### src/rtl/pc_sequencer_if.sv
`default_nettype none
// ============================================================================
// Module   : pc_sequencer_if
// Purpose  : Control/next-PC bundle between the decode stage and pc_sequencer.
// Revision : 1.0 - initial release
// ============================================================================
interface pc_sequencer_if #(
    parameter int Width = 8
);
    logic [Width-1:0] PC;
    logic             Stall;
    logic             Branch;
    logic             BranchTaken;
    logic [Width-1:0] BranchOffset;
    logic             Jump;
    logic [Width-1:0] JumpTarget;
    logic             Call;
    logic             Ret;
    logic [Width-1:0] PCin;
    logic             RasEmpty;
    logic             RasFull;
    logic             RasError;

    modport master (
        output PC, Stall, Branch, BranchTaken, BranchOffset,
               Jump, JumpTarget, Call, Ret,
        input  PCin, RasEmpty, RasFull, RasError
    );

    modport slave (
        input  PC, Stall, Branch, BranchTaken, BranchOffset,
               Jump, JumpTarget, Call, Ret,
        output PCin, RasEmpty, RasFull, RasError
    );
endinterface
`default_nettype wire

### src/rtl/pc_sequencer.sv
`default_nettype none
// ============================================================================
// Module   : pc_sequencer
// Purpose  : Next-PC selection with a return-address stack. Define
//            PC_SEQ_RAS_WRAP_EN to let a full stack overwrite its oldest entry.
// Revision : 1.0 - initial release
// ============================================================================
module pc_sequencer #(
    parameter int Width    = 8,
    parameter int RasDepth = 4
) (
    input  wire logic      CLK,
    input  wire logic      Reset,
    pc_sequencer_if.slave  bus
);
    localparam int c_PTR_W = $clog2(RasDepth);
    localparam int c_CNT_W = c_PTR_W + 1;
`ifdef PC_SEQ_RAS_WRAP_EN
    localparam bit c_WRAP_EN = 1'b1;
`else
    localparam bit c_WRAP_EN = 1'b0;
`endif

    logic [Width-1:0]   r_ras [RasDepth];
    logic [c_PTR_W-1:0] r_ptr;
    logic [c_CNT_W-1:0] r_count;
    logic               r_error;

    logic [Width-1:0]   w_pc_inc;
    logic [Width-1:0]   w_pc_branch;
    logic [Width-1:0]   w_top;
    logic               w_empty;
    logic               w_full;
    logic               w_active;
    logic               w_ret;
    logic               w_call;
    logic               w_pop;
    logic               w_push;
    logic               w_underflow;
    logic               w_overflow;

    assign w_pc_inc    = bus.PC + Width'(1);
    assign w_pc_branch = bus.PC + bus.BranchOffset;
    // r_ptr addresses the next free slot, so the top sits one below it.
    assign w_top       = r_ras[r_ptr - c_PTR_W'(1)];
    assign w_empty     = (r_count == '0);
    assign w_full      = (r_count == c_CNT_W'(RasDepth));

    assign w_active    = !Reset && !bus.Stall;
    assign w_ret       = w_active && bus.Ret;
    assign w_call      = w_active && bus.Call && !bus.Ret;
    assign w_pop       = w_ret && !w_empty;
    assign w_underflow = w_ret && w_empty;
    assign w_push      = w_call && (!w_full || c_WRAP_EN);
    assign w_overflow  = w_call && w_full && !c_WRAP_EN;

    always_comb begin
        bus.PCin = w_pc_inc;
        if (Reset) begin
            bus.PCin = '0;
        end else if (bus.Stall) begin
            bus.PCin = bus.PC;
        end else if (bus.Ret) begin
            bus.PCin = w_empty ? w_pc_inc : w_top;
        end else if (bus.Call || bus.Jump) begin
            bus.PCin = bus.JumpTarget;
        end else if (bus.Branch && bus.BranchTaken) begin
            bus.PCin = w_pc_branch;
        end
    end

    // Forced values during reset keep the flags consistent before the clearing edge.
    assign bus.RasEmpty = Reset || w_empty;
    assign bus.RasFull  = !Reset && w_full;
    assign bus.RasError = !Reset && r_error;

    always_ff @(posedge CLK) begin
        if (w_push) begin
            r_ras[r_ptr] <= w_pc_inc;
        end
    end

    always_ff @(posedge CLK) begin
        if (Reset) begin
            r_ptr   <= '0;
            r_count <= '0;
            r_error <= 1'b0;
        end else begin
            if (w_pop) begin
                r_ptr   <= r_ptr - c_PTR_W'(1);
                r_count <= r_count - c_CNT_W'(1);
            end else if (w_push) begin
                // When full with wrap enabled, r_ptr already points at the oldest entry.
                r_ptr <= r_ptr + c_PTR_W'(1);
                if (!w_full) begin
                    r_count <= r_count + c_CNT_W'(1);
                end
            end
            if (w_underflow || w_overflow) begin
                r_error <= 1'b1;
            end
        end
    end
endmodule
`default_nettype wire

### src/flat_wrapper.sv
// flat-port wrapper written by rule: the top's interface ports become plain ports
module pc_sequencer_flat 
#(
    parameter int Width    = 8,
    parameter int RasDepth = 4
)
  (CLK, Reset, bus_PC, bus_Stall, bus_Branch, bus_BranchTaken, bus_BranchOffset, bus_Jump, bus_JumpTarget, bus_Call, bus_Ret, bus_PCin, bus_RasEmpty, bus_RasFull, bus_RasError);
  pc_sequencer_if #(.Width(Width)) bus_i ();
  input  wire logic CLK;
  input  wire logic Reset;
  input wire logic [$bits(bus_i.PC)-1:0] bus_PC;
  input wire logic [$bits(bus_i.Stall)-1:0] bus_Stall;
  input wire logic [$bits(bus_i.Branch)-1:0] bus_Branch;
  input wire logic [$bits(bus_i.BranchTaken)-1:0] bus_BranchTaken;
  input wire logic [$bits(bus_i.BranchOffset)-1:0] bus_BranchOffset;
  input wire logic [$bits(bus_i.Jump)-1:0] bus_Jump;
  input wire logic [$bits(bus_i.JumpTarget)-1:0] bus_JumpTarget;
  input wire logic [$bits(bus_i.Call)-1:0] bus_Call;
  input wire logic [$bits(bus_i.Ret)-1:0] bus_Ret;
  output wire logic [$bits(bus_i.PCin)-1:0] bus_PCin;
  output wire logic [$bits(bus_i.RasEmpty)-1:0] bus_RasEmpty;
  output wire logic [$bits(bus_i.RasFull)-1:0] bus_RasFull;
  output wire logic [$bits(bus_i.RasError)-1:0] bus_RasError;
  assign bus_i.PC = bus_PC;
  assign bus_i.Stall = bus_Stall;
  assign bus_i.Branch = bus_Branch;
  assign bus_i.BranchTaken = bus_BranchTaken;
  assign bus_i.BranchOffset = bus_BranchOffset;
  assign bus_i.Jump = bus_Jump;
  assign bus_i.JumpTarget = bus_JumpTarget;
  assign bus_i.Call = bus_Call;
  assign bus_i.Ret = bus_Ret;
  assign bus_PCin = bus_i.PCin;
  assign bus_RasEmpty = bus_i.RasEmpty;
  assign bus_RasFull = bus_i.RasFull;
  assign bus_RasError = bus_i.RasError;
  pc_sequencer #(.Width(Width), .RasDepth(RasDepth)) u_core (.CLK(CLK), .Reset(Reset), .bus(bus_i));
endmodule
### config.mk
export PLATFORM = sky130hd
export DESIGN_NAME = pc_sequencer_flat
export DESIGN_NICKNAME = d
export VERILOG_FILES = /design/src/rtl/pc_sequencer_if.sv /design/src/rtl/pc_sequencer.sv /design/src/flat_wrapper.sv
export SDC_FILE = /design/constraint.sdc
export NUM_CORES = 1
export LEC_CHECK = 0
export BUFFER_PORTS_ARGS = -buffer_cell sky130_fd_sc_hd__buf_2
export CAP_MARGIN = 40
export CORE_MARGIN = 8
export CORE_UTILIZATION = 63
export CTS_BUF_LIST = sky130_fd_sc_hd__clkbuf_4
export CTS_CLUSTER_SIZE = 12
export DETAILED_ROUTE_END_ITERATION = 6
export GPL_ROUTABILITY_DRIVEN = 0
export GPL_TIMING_DRIVEN = 0
export PLACE_DENSITY = 0.93
export SETUP_SLACK_MARGIN = 0.4
export SYNTH_ARGS = -nofsm -noshare
export SYNTH_HDL_FRONTEND = slang
export SYNTH_SLANG_ARGS = --single-unit
### constraint.sdc
create_clock -name CLK -period 4.65 [get_ports CLK]
set_input_delay 0.2325 -clock CLK [delete_from_list [all_inputs] [get_ports CLK]]
set_output_delay 0.2325 -clock CLK [all_outputs]
set_load 0.01 [all_outputs]
==> results of run 1 <==
[state kept, by name, summed over array words and instances (netlist names)]
register        cells
u_core.r_ras       32
u_core.r_ptr        2
u_core.r_error      1
u_core.r_count      3
[kinds of logic after synthesis]
group                      after synthesis  synth area share, %
xor gates and xnor gates                13                 4.61
DFF                                     38                 43.8
muxes                                   14                 9.73
adders and majority gates               14                 7.70
buffers and inverters                   24                 4.36
AOI/OAI and AO/OA                       50                 13.9
and+or+nand+nor                         74                 15.9
[layout make-up]
type                       instances  area (µm²)  area share [%]
clock inverter                     3        63.8            2.25
multi-input combinational        165        1280            45.2
buffer                            11        58.8            2.08
tap                               48        60.1            2.12
sequential                        38        1080            38.2
inverter                          13        48.8            1.72
clock buffer                       5        37.5            1.33
timing repair buffer              40         200            7.07
[power by group]
part           total (mW)  switching (mW)  internal (mW)
Clock               0.267           0.101          0.166
Combinational       0.162          0.0945         0.0678
Sequential          0.376         0.00173          0.375
[routing by layer]
metal / track usage, % / up-vias
met3: 5.92 / 12
met2: 33.1 / 94
met5: 0 / -
met1: 22.8 / 973
met4: 5.19 / 0
li1: - / 948
[cell usage after synthesis (2+ instances only)]
master    number  area share [%]
nor2_1        21             3.2
edfxtp_1      32              39
and2_1         4             1.0
xnor2_1       10             3.5
inv_1         13             2.0
nand2b_1       2            0.51
ha_1          12             6.1
fa_1           2             1.6
or3_1          2            0.51
nor3_1         6             1.2
o221ai_1       2            0.71
o31ai_1        2            0.61
a22o_1         2            0.71
dfxtp_1        6             4.9
nand2_1       14             2.1
o21ai_0        8             1.6
o211ai_1       5             1.5
a21oi_1       15             3.0
a221oi_1       2            0.71
a211oi_2       2             1.0
mux4_2         8             7.3
buf_2          2            0.41
nand3_1       11             2.2
xor2_1         3             1.1
clkbuf_1       6            0.91
mux2i_1        6             2.4
and3_1         2            0.51
[metrics by stage]
stage / cells / power, mW / area (µm²) / setup slack [ns]
2_1_floorplan: 227 / 0.490 / 2470 / 2.27
6_report: 323 / 0.806 / 2830 / 1.34
3_3_place_gp: 315 / 0.539 / 2730 / 1.80
3_5_place_dp: 315 / 0.543 / 2730 / 1.72
5_1_grt: 323 / 0.837 / 2830 / 1.10
4_1_cts: 323 / 0.805 / 2830 / 1.33
[worst reg2reg max path: stages (launching register included)]
cell     delay, ns
dfxtp_1       0.36
or3_1         0.38
buf_2         0.17
and3_2        0.24
inv_1         0.10
fa_1          0.19
mux2i_1       0.22
xor2_1        0.16
nor2_1        0.05
[worst max path at each step]
stage	endpoint	cells after the start
2_1_floorplan	bus_PCin[7]	9
3_3_place_gp	bus_PCin[7]	10
3_5_place_dp	bus_PCin[7]	10
4_1_cts	bus_PCin[7]	10
5_1_grt	bus_PCin[7]	10
6_report	bus_PCin[7]	10
==> reports/metrics.cfg, run 1 <==
[cts]
clock_latency_ns = 0.33
ctsHtreeMaxLevel = 2
cts_resized = 0
path_clk_slew_ns = 0.11
numCtsBuffers = 5
cts_buffer_depth = 2
hold_buffers = 0
cts.sinks = 38
cts_tree = built
root_buffer = clkbuf_4
postCtsSetupBuffers = 0

[critical_path]
cp-end-kind = primary output
critPathBufInv = 4
r2r_setup_slack_ns = 2.67
max_stage_delay_ns = 0.48
regToRegStartpoint = u_core.r_count[2]$_SDFFE_PP0P_
ff2ff_path_depth = 8
critPathTopFamily = buffers and inverters
worstReg2RegEnd = u_core.r_count[2]$_SDFFE_PP0P_
cp_max_fo = 10
cp_cell_sequence = buf_6, inv_1, ha_1, clkbuf_1, mux4_2, a21oi_1, o32ai_1, a221oi_1, a311oi_1, buf_2
worstSetupPathType = register to primary output
worstSetupStartpointType = register
cp.required_ns = 4.42
cp-startpoint = u_core.r_ptr[0]$_SDFFE_PP0P_
cp.arrival_ns = 3.08
slowest_stage = clkbuf_1

[grt]
grt_max_degree = 13
antenna_found_initial = 0
grt_pass1_wl_um = 9490
grt_pass1_vias = 2013
grt-ovfl-total = 0
grt_use_total_pct = 19.3

[die]
io_pins = 43
fp-row-count = 22
die_area_mm2 = 0.00618
fp.dieH_um = 78.6
start_util_pct = 66.5
core_mm2 = 0.00372
die_w_um = 78.6

[route]
wl_met2_um = 3000
vias = 2027
drcViolationCount = 0
drt_iter0_drc = 267
ant_nets = 0
drtPass1Iterations = 4
wl_um = 5870
routed.top_layer = met4
wl_met1_um = 2290
wire_per_inst_um = 18.2
via_per_inst = 6.28
dr_wl_met3_um = 487

[timing]
hold_viol = 0
finalSetupViolCount = 0
fin_worst_hold_slack_ns = 0.331
period_minus_slack_ns = 3.31
fin_worst_skew_ns = 0.0146
drv_slew = 0
grt_setup_unrepaired = no
max_slew_margin_pct = 58.0
setup_tns_ns = 0
period_share_pct = 71.2
max_clock_freq_mhz = 302
tightest_slew_ns = 0.630

[place]
dpl.hpwl_um = 4430
port_buffers = 40

[pwr]
powerDensity_mw_per_mm2 = 285
vdd_drop_max_v = 0.000280
p_leak_nw = 1.08

[yosys]
synth_warnings = 0
synthArstFlopShare_pct = 0
synth_edf_count = 32
synth.net_count = 273
ys_seq_area_share_pct = 43.8
synthDistinctLibCells = 54
synth_ff_type = edfxtp_1
ys_ff_latch = 38
synth_area_mm2 = 0.00247
syn_inst = 227
syn_avg_cell_area_um2 = 10.9

[hold_path]
holdPathEnd = u_core.r_ras[3][0]$_DFFE_PP_
hp-class = input pin to register
hold_depth = 2
hold_path.startpoint = bus_PC[0]

[flow_run]
cap_violations = 0

[layout]
drive_above_1_share_pct = 24.0
fin_nets = 320
n_antenna_cell = 0
fillers = 264
area_growth_pct = 14.6
final_util_pct = 76.2
final_common_cell = buf_2
layout_common_cells = buf_2 (42), edfxtp_1 (32), nor2_1 (21), a21oi_1 (15), nand2_1 (14)

[outcome]
status = finished clean

No activity file was read; power rests on OpenSTA's default activity.
==> run 2, diff against run 1 <==
CORE_UTILIZATION = 58   (was 63)
PLACE_DENSITY = 0.87   (was 0.93)
clock period = 3.15 ns   (was 4.65 ns; I/O delays follow)
==> reports/metrics.cfg, run 2 (synthesis gave the netlist of run 1 again) <==
[timing]
max_slew_margin_pct = 63.4
drv_slew = 0
fin_worst_skew_ns = 0.0105
period_share_pct = 84.2
period_minus_slack_ns = 2.65
hold_viol = 0
max_clock_freq_mhz = 377
setup_tns_ns = 0
finalSetupViolCount = 0
tightest_slew_ns = 0.542
grt_setup_unrepaired = no
worst_slack_ns = 0.499

[layout]
n_antenna_cell = 0
fin_nets = 323
final_common_cell = buf_2
layout_common_cells = buf_2 (42), edfxtp_1 (32), nor2_1 (21), nand2_1 (14), a21oi_1 (14)
largest_reg_flops = 32
fillers = 306
area_growth_pct = 16.2
top_regs = u_core.r_ras (32), u_core.r_count (3), u_core.r_ptr (2)
drive_above_1_share_pct = 25.9
largest_register = u_core.r_ras

[die]
fp.dieH_um = 81.3
core_mm2 = 0.00406
die_w_um = 81.3
die_area_mm2 = 0.00660
fp-row-count = 23
start_util_pct = 60.9
io_pins = 43

[hold_path]
hp-class = input pin to register
hold_path.startpoint = bus_Call
holdPathEnd = u_core.r_error$_SDFFE_PP0P_
hold_depth = 4

[critical_path]
cp_max_fo = 8
cp.arrival_ns = 2.49
regToRegStartpoint = u_core.r_count[2]$_SDFFE_PP0P_
cp-end-kind = primary output
worstSetupPathType = input pin to primary output
worstReg2RegEnd = u_core.r_count[2]$_SDFFE_PP0P_
ff2ff_path_depth = 8
r2r_setup_slack_ns = 1.14
worstSetupStartpointType = input pin
cp.required_ns = 2.99

[outcome]
status = finished clean

[route]
wl_um = 5900
drt_iter0_drc = 172
vias = 2050
routed.top_layer = met4
via_per_inst = 6.25
ant_nets = 0
dr_wl_met3_um = 513
wire_per_inst_um = 18.0
drtPass1Iterations = 4
wl_met1_um = 2290
drcViolationCount = 0
wl_met2_um = 3020

[pwr]
p_sw_share_pct = 24.6
vdd_drop_max_v = 0.000395
p_switching_uw = 295
power_frac_clock_pct = 33.3
seq_power_share_pct = 46.4
p_leak_nw = 1.10
p_comb_share_pct = 20.3
powerDensity_mw_per_mm2 = 417
p_int_uw = 902

[cts]
ctsHtreeMaxLevel = 2
path_clk_slew_ns = 0.11
clock_latency_ns = 0.33
root_buffer = clkbuf_4
cts.sinks = 38
numCtsBuffers = 5
cts_buffer_depth = 2
cts_tree = built

[grt]
grt_use_total_pct = 18.5
grt_max_degree = 13
antenna_found_initial = 0
grt_pass1_vias = 2028
grt-ovfl-total = 0
grt_pass1_wl_um = 9560

[place]
dpl.hpwl_um = 4480
port_buffers = 40
preCtsSetupSlack_ns = 0.315

[flow_run]
cap_violations = 0

[run 2: cell type report]
class | instances | area (µm²) | share of cell area, %
clock buffer | 5 | 37.5 | 1.31
sequential | 38 | 1080 | 37.7
multi-input combinational | 165 | 1280 | 44.8
tap | 50 | 62.6 | 2.18
timing repair buffer | 43 | 223 | 7.76
inverter | 13 | 48.8 | 1.70
clock inverter | 3 | 63.8 | 2.22
buffer | 11 | 66.3 | 2.31
[run 2: how the worst max path moves through the flow]
stage                                 start          end  slack, ns  cells after the start
6_report                          bus_PC[0]  bus_PCin[6]       0.50                     10
5_1_grt                           bus_PC[0]  bus_PCin[6]       0.40                     10
4_1_cts        u_core.r_ptr[0]$_SDFFE_PP0P_  bus_PCin[7]       0.40                     10
3_5_place_dp   u_core.r_ptr[0]$_SDFFE_PP0P_  bus_PCin[7]       0.31                     10
3_3_place_gp   u_core.r_ptr[0]$_SDFFE_PP0P_  bus_PCin[7]       0.37                     10
2_1_floorplan  u_core.r_ptr[0]$_SDFFE_PP0P_  bus_PCin[7]       0.85                      9
[run 2: power groups by stage]
| stage | registers, mW | logic [mW] | clock network, mW |
|---|---|---|---|
| 2_1_floorplan | 0.566 | 0.157 | 0 |
| 3_3_place_gp | 0.567 | 0.227 | 0 |
| 3_5_place_dp | 0.567 | 0.234 | 0 |
| 4_1_cts | 0.556 | 0.236 | 0.403 |
| 5_1_grt | 0.556 | 0.266 | 0.426 |
| 6_report | 0.556 | 0.243 | 0.399 |
[run 2: repair_timing]
item | CTS | global route
setup buffers | 1 | 2
hold buffers | 0 | 0
setup endpoints to repair | 8 | 2
pin swaps | 0 | 1
resized for setup | 2 | 4
[run 2: metrics by stage]
| stage | hold slack (ns) | cells | total power, mW | instance area [µm²] | utilization, % |
|---|---|---|---|---|---|
| after floorplan | 0.355 | 227 | 0.723 | 2470 | - |
| after global placement | 0.502 | 317 | 0.794 | 2730 | 67.3 |
| after detailed placement | 0.520 | 317 | 0.801 | 2730 | 67.3 |
| after CTS | 0.256 | 326 | 1.20 | 2850 | 70.1 |
| after global routing | 0.281 | 328 | 1.25 | 2870 | 70.7 |
| final | 0.278 | 328 | 1.20 | 2870 | 70.7 |
[run 2: worst max-delay path, cell delays in order]
cell and delay [ns]:
buf_2 0.15, ha_1 0.22, fa_1 0.46, a211oi_2 0.29, nor4b_1 0.08, or4b_1 0.51
a211oi_2 0.25, a211oi_1 0.07, o21a_1 0.17, buf_2 0.13
[run 2: layer usage]
layer  vias to the layer above  global-route usage [%]
li1                        953                       -
met1                       985                    21.9
met2                       102                    32.2
met3                        10                    4.64
met4                         0                    5.71
met5                         -                       0
